[config.mk]
export PLATFORM = sky130hd
export DESIGN_NAME = ahb_to_apb_bridge
export DESIGN_NICKNAME = d
export VERILOG_FILES = /design/src/rtl/ahb_to_apb_bridge.sv
export SDC_FILE = /design/constraint.sdc
export NUM_CORES = 1
export LEC_CHECK = 0
export CORE_ASPECT_RATIO = 0.7
export CORE_MARGIN = 2
export CORE_UTILIZATION = 30
export DETAILED_ROUTE_END_ITERATION = 7
export GPL_TIMING_DRIVEN = 0
export PLACE_DENSITY = 0.69
export SLEW_MARGIN = 30
export SYNTH_ARGS = -nofsm -noshare
export SYNTH_HDL_FRONTEND = slang
export SYNTH_SLANG_ARGS = --single-unit
[constraint.sdc]
create_clock -name HCLK -period 2.35 [get_ports HCLK]
set_input_delay 0.47 -clock HCLK [delete_from_list [all_inputs] [get_ports HCLK]]
set_output_delay 0.47 -clock HCLK [all_outputs]
set_load 0.02 [all_outputs]
[src/rtl/ahb_to_apb_bridge.sv]
`default_nettype none
// ============================================================================
// Module      : ahb_to_apb_bridge
// Description : AHB-Lite slave to APB master bridge with registered outputs.
//               Error responses use two cycles.
// Revision    : 1.0 - initial release
// ============================================================================
module ahb_to_apb_bridge #(
  parameter int ADDRWIDTH = 16
) (
  input  logic                 HCLK,
  input  logic                 HRESETn,
  input  logic                 HSEL,
  input  logic [ADDRWIDTH-1:0] HADDR,
  input  logic [1:0]           HTRANS,
  input  logic                 HWRITE,
  input  logic                 HREADY,
  input  logic [31:0]          HWDATA,
  output logic                 HREADYOUT,
  output logic [31:0]          HRDATA,
  output logic                 HRESP,
  output logic                 PSEL,
  output logic [ADDRWIDTH-1:0] PADDR,
  output logic                 PENABLE,
  output logic                 PWRITE,
  output logic [31:0]          PWDATA,
  input  logic [31:0]          PRDATA,
  input  logic                 PREADY,
  input  logic                 PSLVERR
);

  localparam logic [ADDRWIDTH-1:0] c_align_mask = {{(ADDRWIDTH-2){1'b1}}, 2'b00};

  typedef enum logic [2:0] {
    ST_IDLE   = 3'd0,
    ST_SAMPLE = 3'd1,
    ST_SETUP  = 3'd2,
    ST_ACCESS = 3'd3,
    ST_ERR1   = 3'd4,
    ST_ERR2   = 3'd5
  } state_t;

  state_t r_state;
  state_t w_next;
  logic   w_accept;
  logic   w_can_accept;

  assign w_can_accept = (r_state == ST_IDLE) || (r_state == ST_ERR2);
  assign w_accept     = w_can_accept && HSEL && HREADY && (HTRANS inside {2'b10, 2'b11});

  always_ff @(posedge HCLK or negedge HRESETn) begin
    if (!HRESETn) begin
      r_state <= ST_IDLE;
    end else begin
      r_state <= w_next;
    end
  end

  always_comb begin
    w_next = r_state;
    case (r_state)
      ST_IDLE, ST_ERR2: w_next = w_accept ? ST_SAMPLE : ST_IDLE;
      ST_SAMPLE:        w_next = ST_SETUP;
      ST_SETUP:         w_next = ST_ACCESS;
      ST_ACCESS: begin
        if (PREADY) begin
          w_next = PSLVERR ? ST_ERR1 : ST_IDLE;
        end
      end
      ST_ERR1:          w_next = ST_ERR2;
      default:          w_next = ST_IDLE;
    endcase
  end

  // Outputs are decoded from the next state so they are flop outputs that
  // line up with the state they belong to.
  always_ff @(posedge HCLK or negedge HRESETn) begin
    if (!HRESETn) begin
      HREADYOUT <= 1'b1;
      HRESP     <= 1'b0;
      HRDATA    <= 32'h0;
      PSEL      <= 1'b0;
      PENABLE   <= 1'b0;
      PWRITE    <= 1'b0;
      PADDR     <= '0;
      PWDATA    <= 32'h0;
    end else begin
      HREADYOUT <= (w_next == ST_IDLE) || (w_next == ST_ERR2);
      HRESP     <= (w_next == ST_ERR1) || (w_next == ST_ERR2);
      PSEL      <= (w_next == ST_SETUP) || (w_next == ST_ACCESS);
      PENABLE   <= (w_next == ST_ACCESS);
      if (w_accept) begin
        PADDR  <= HADDR & c_align_mask;
        PWRITE <= HWRITE;
      end
      if ((r_state == ST_SAMPLE) && PWRITE) begin
        PWDATA <= HWDATA;
      end
      // PSLVERR only matters on the cycle the slave completes.
      if ((r_state == ST_ACCESS) && PREADY && !PSLVERR && !PWRITE) begin
        HRDATA <= PRDATA;
      end
    end
  end

endmodule
`default_nettype wire

==> results.ini, run 1 <==
[worst_setup_path]
cp_cell_sequence=clkdlybuf4s50_1
cp_num_buf_inv=1
crit_type=flip-flop to output pin
crit_path_top_delay_cell=clkdlybuf4s50_1
regToRegSetupSlack_ns=0.42
slowest_delay_ns=0.62
required_ns=1.88
endpoint_kind=output pin
cpLargestDelayFamily=buffers and inverters
worst_setup_path_start_kind=flip-flop
critical_path.max_fanout=1
arrival_ns=1.46

[routing]
drt-vias-per-instance=4.29
wire_per_inst_um=14.9
drcViolationCount=0
vias=2303
ant_nets=0
dr.pass1.iters=4
drt_iter0_markers=61
drt_wl_total_um=7990

[placed_design]
hpwlAfterDp_um=5940
port_buffers=168
postPlaceCellArea_sq_um=5330
routabilityCongestion=0.696

[layout]
syn2layout_area_growth_pct=64.5
n_fill_cell=968
final_common_cell=clkdlybuf4s50_1
nNetsFinal=468
final_cell_mix=167 x clkdlybuf4s50_1, 85 x dfrtp_1, 47 x mux2_2
n_antenna_cell=0
design_area_sq_um=5650
drive_gt1_frac=0.286

[sta]
setup_viol_count_final=0
fin_crit_ns=1.93
holdWs_ns=0.0523
fmax_mhz=518
rsz0062_at_grt=no
post-route-period-util=0.822
hold_viol_final=0
clock_skew_ns=0.00535
slew_viol_final=0

[clock_network]
cts_hold_buffers=0
postCtsSetupRepairBufs=0
clk_pin_slew_ns=0.06
clkLatencyLatePin_ns=0.33
cts_resized=0
cts_buffer_depth=2
cts.sink_count=86
htreeDepth=3
cts_tree=yes
root_buffer=clkbuf_16
cts_made_buffers=9

[floorplan]
dieHeight_um=93.5
num_rows=32
die_area_sq_um=12300
ios=174
die-width_um=132
initial_utilization=0.310
core_area_sq_um=11100

[synthesis]
yosysTopAreaCell=dfrtp_1
mappedNetlistArea_sq_um=3430
seq_area_frac_synth=0.627
synthDistinctLibCells=25
ys.flop_type=dfrtp_1
synthCells=198
synth_seq_cells=86
synthTopCellsByArea=dfrtp_1 62%, mux2_2 15%, mux2_4 13%, buf_12 1.7%, buf_4 1.1%
synth_edf_count=0
synth.avg_cell_area_sq_um=17.3
yosysWarnings=0
synth_top_area_share=0.619
synthArstFlopShare=1.00

[status]
status=complete, no violations

[global_routing]
antenna_found_initial=0
grt_pass1_vias=2496
grt_pass1_wl_um=12900
gr-total-overflow=0
grtUsageTotal=0.135
grt_max_degree=46

[power]
vdd_drop_max_mv=0.631
power.leakage_nw=2.48
power.density_nw_per_um2=1400

[hold_path]
hold_path.class=primary input to async pin

[flow_run]
maxCapViolations=0

worst paths after layout:
| kind | start | endpoint | depth (start not counted) |
|---|---|---|---|
| max in group asynchronous | HRESETn | HRDATA[8] | 2 |
| hold / removal | HRESETn | PWDATA[27] | 1 |
| setup reg to reg | r_state[1] | PADDR[6] | 4 |
| setup / recovery | HREADYOUT | HREADYOUT | 1 |
| hold reg to reg | PWDATA[30] | PWDATA[30] | 1 |
| min in group HCLK | PWDATA[30] | PWDATA[30] | 1 |
per-stage QoR:
step / util / cells / setup TNS, ns / total power, mW / setup WS (ns)
global route: 0.509 / 537 / 0 / 8.31 / 0.288
floorplan: - / 199 / 0 / 4.60 / 0.657
global placement: 0.479 / 520 / -201.06 / 6.37 / -2.36
finish: 0.509 / 537 / 0 / 7.90 / 0.419
detailed placement: 0.481 / 521 / 0 / 6.45 / 0.0689
CTS: 0.509 / 537 / 0 / 8.03 / 0.398
registers in the layout (all words and copies together), names as in the netlist:
name	count
HRDATA	32
PWDATA	32
PADDR	14
r_state	3
HREADYOUT	1
HRESP	1
PENABLE	1
PSEL	1
PWRITE	1
kinds of logic after synthesis:
family	after synthesis	synth area share
flops	86	0.627
mux	79	0.292
buf+inv	14	0.0379
simple gates	12	0.0310
compound gates	5	0.00874
xor+xnor	1	0.00255
other cells	1	0.00109
where the power goes:
| group | switching, mW | internal (mW) | leakage (nW) | total, mW |
|---|---|---|---|---|
| clock network | 0.548 | 0.957 | 0.157 | 1.51 |
| logic | 1.63 | 2.15 | 1.29 | 3.77 |
| registers | 0.404 | 2.22 | 1.04 | 2.62 |
| total | 2.58 | 5.32 | 2.48 | 7.90 |
synthesized netlist by cell type, types with 2 or more instances:
library cell	count
dfrtp_1	85
mux2_2	47
mux2_4	30
buf_4	5
buf_12	3
inv_1	3
o21ai_0	3
buf_2	2
mux2_1	2
nand2_1	2
nor3_1	2
final cells by class:
type	instances	area, sq um	area share
sequential	86	2150	0.381
timing repair buffer	169	1700	0.301
multi-input combinational	99	1150	0.204
clock buffer	12	246	0.0436
tap	153	191	0.0339
buffer	11	119	0.0210
clock inverter	4	70.1	0.0124
inverter	3	11.3	0.00199
layer usage:
layer  vias to the layer above  track usage  wire, um
li1                       1049            -         -
met1                      1148        0.171      3560
met2                        96        0.204      3600
met3                        10       0.0634       722
met4                         0       0.0435       108
met5                         -            0         0
(Power assumes the default switching activity.)
==> run 2: changes to the inputs <==
==> constraint.sdc (replaced) <==
create_clock -name HCLK -period 1.8 [get_ports HCLK]
set_input_delay 0.36 -clock HCLK [delete_from_list [all_inputs] [get_ports HCLK]]
set_output_delay 0.36 -clock HCLK [all_outputs]
set_load 0.02 [all_outputs]
==> run 2 against run 1 <==
Utilization rose by 0.76 points; power rose by 31%; sequential share of layout area fell by 0.49 points; worst setup slack got worse by 0.30 ns; die area did not move; count of clock-buffer cells in the layout did not move; critical path depth rose by 4; routed wire length rose by 0.54%; final area rose by 1.5%; clock power rose by 30%; worst hold slack improved by 0.31 ns; flip-flop and latch count did not move.
==> results.ini, run 2 (synthesis results as in run 1) <==
[power]
vdd_drop_max_mv=0.839  ; was 0.631 mV
power.leakage_nw=2.54  ; was 2.48 nW
power.density_nw_per_um2=1810  ; was 1400 nW/um^2

[placed_design]
routabilityCongestion=0.696  ; unchanged
port_buffers=168  ; unchanged
hpwlAfterDp_um=5940  ; unchanged
postPlaceCellArea_sq_um=5330  ; unchanged

[floorplan]
die-width_um=132  ; unchanged
dieHeight_um=93.5  ; unchanged
initial_utilization=0.310  ; unchanged
ios=174  ; unchanged
die_area_sq_um=12300  ; unchanged
num_rows=32  ; unchanged
core_area_sq_um=11100  ; unchanged

[hold_path]
min_from=PREADY
min_to=PENABLE
hold_path.class=primary input to flip-flop  ; was primary input to async pin
whs_path_depth=2

[worst_setup_path]
cp_cell_sequence=nand4b_4 > or3_1 > buf_6 > buf_12 > mux2_4  ; was clkdlybuf4s50_1
worst_setup_path_start_kind=flip-flop  ; unchanged
regToRegSetupSlack_ns=0.12  ; was 0.42 ns
crit_type=flip-flop to flip-flop  ; was flip-flop to output pin
cp_num_buf_inv=2  ; was 1
slowest_delay_ns=0.44  ; was 0.62 ns
critical_path.max_fanout=10  ; was 1
required_ns=2.01  ; was 1.88 ns
endpoint_kind=flip-flop  ; was output pin
rr_endpoint=HRDATA[10]  ; was PADDR[6]
crit_path_top_delay_cell=dfrtp_2  ; was clkdlybuf4s50_1
worstReg2RegStart=r_state[2]  ; was r_state[1]
cpLargestDelayFamily=simple AND/OR/NAND/NOR gates  ; was buffers and inverters
arrival_ns=1.89  ; was 1.46 ns
r2r.worst_path.cells=5  ; was 4

[layout]
final_common_cell=clkdlybuf4s50_1  ; unchanged
fin_util=0.517  ; was 0.509
largestRegisters=HRDATA x32, PWDATA x32, PADDR x14  ; unchanged
syn2layout_area_growth_pct=66.9  ; was 64.5%
nNetsFinal=474  ; was 468
design_area_sq_um=5730  ; was 5650 sq um
final_cell_mix=164 x clkdlybuf4s50_1, 82 x dfrtp_1, 47 x mux2_2  ; was 167 x clkdlybuf4s50_1, 85 x dfrtp_1, 47 x mux2_2
drive_gt1_frac=0.303  ; was 0.286

[clock_network]
htreeDepth=3  ; unchanged
cts_tree=yes  ; unchanged
clk_pin_slew_ns=0.06  ; about the same
cts_buffer_depth=2  ; unchanged
cts_made_buffers=9  ; unchanged
root_buffer=clkbuf_16  ; unchanged
clkLatencyLatePin_ns=0.33  ; about the same
cts.sink_count=86  ; unchanged

[sta]
slew_viol_final=0  ; unchanged
rsz0062_at_grt=no  ; unchanged
fmax_mhz=595
fin_crit_ns=1.68
hold_viol_final=0  ; unchanged
clock_skew_ns=0.00530  ; was 0.00535 ns
setup_viol_count_final=0  ; unchanged
post-route-period-util=0.934

[status]
status=complete, no violations  ; unchanged

[global_routing]
grt_pass1_vias=2499  ; was 2496
gr-total-overflow=0  ; unchanged
grt_pass1_wl_um=12900  ; about the same
antenna_found_initial=1  ; was 0
grtUsageTotal=0.135  ; about the same
grt_max_degree=46  ; unchanged

[routing]
wl_met2_um=3640  ; was 3600 um
drt_iter0_markers=56  ; was 61
drt_wl_total_um=8040  ; was 7990 um
route.met3.wl_um=730  ; was 722 um
met1Wirelength_um=3560  ; about the same
drt-vias-per-instance=4.29  ; about the same
vias=2336  ; was 2303
wire_per_inst_um=14.8  ; was 14.9 um
drcViolationCount=0  ; unchanged
top_layer=met4  ; unchanged
dr.pass1.iters=4  ; unchanged
ant_nets=0  ; unchanged

[flow_run]
maxCapViolations=0  ; unchanged

-- run 2: changes by cell type in the layout (fill, tap and decap cells not counted), sizes merged --
cell / previous run / this run
dlymetal6s2s: 0 / 2
dlygate4sd3: 0 / 1
buf: 13 / 18
dlygate4sd2: 0 / 1
clkdlybuf4s50: 167 / 164
diode: 0 / 1
-- run 2: how the worst max path moves through the flow --
stage                          start         end  slack, ns  cells after the start
final                     r_state[2]  HRDATA[10]       0.12                      5
after global routing      r_state[2]  HRDATA[10]       0.05                      5
after CTS                 r_state[2]  HRDATA[21]      0.008                      6
after detailed placement   HTRANS[1]    PADDR[8]      -0.37                      5
after global placement       HRESETn  HRDATA[12]      -2.80                      1
after floorplan           r_state[2]   HRDATA[0]       0.11                      6
-- run 2: what timing repair did --
action,CTS,global route
gates resized for setup,3,6
setup endpoints to repair,11,71
pin swaps,1,2
hold endpoints to repair,43,0
hold buffers,1,0
buffers inserted,0,6
-- run 2: metrics by stage --
step	instances	worst slack, ns	setup TNS [ns]	total power [mW]	hold WS [ns]
after floorplan	199	0.107	0	6.00	0.0644
after global placement	520	-2.80	-251.69	8.31	0.469
after detailed placement	521	-0.371	-13.09	8.43	0.319
after CTS	538	0.00847	0	10.5	0.492
after global routing	544	0.0508	0	10.9	0.381
final	544	0.118	0	10.4	0.366
-- run 2: area by class of cell --
cell class                 instances  area [sq um]
fill                             964          5360
sequential                        86          2160
timing repair buffer             176          1770
multi-input combinational         99          1160
clock buffer                      12           246
tap                              153           191
buffer                            10           120
clock inverter                     4          70.1
inverter                           3          11.3
antenna                            1          2.50
-- run 2: report_power, final --
part | internal (mW) | total [mW] | switching [mW]
clock network | 1.25 | 1.96 | 0.714
registers | 2.91 | 3.44 | 0.534
logic | 2.84 | 4.97 | 2.13
total | 6.99 | 10.4 | 3.38
-- run 2: metal layers --
layer	up-vias	track usage
li1	1068	-
met1	1162	0.172
met2	96	0.204
met3	10	0.0634
met4	0	0.0435
met5	-	0
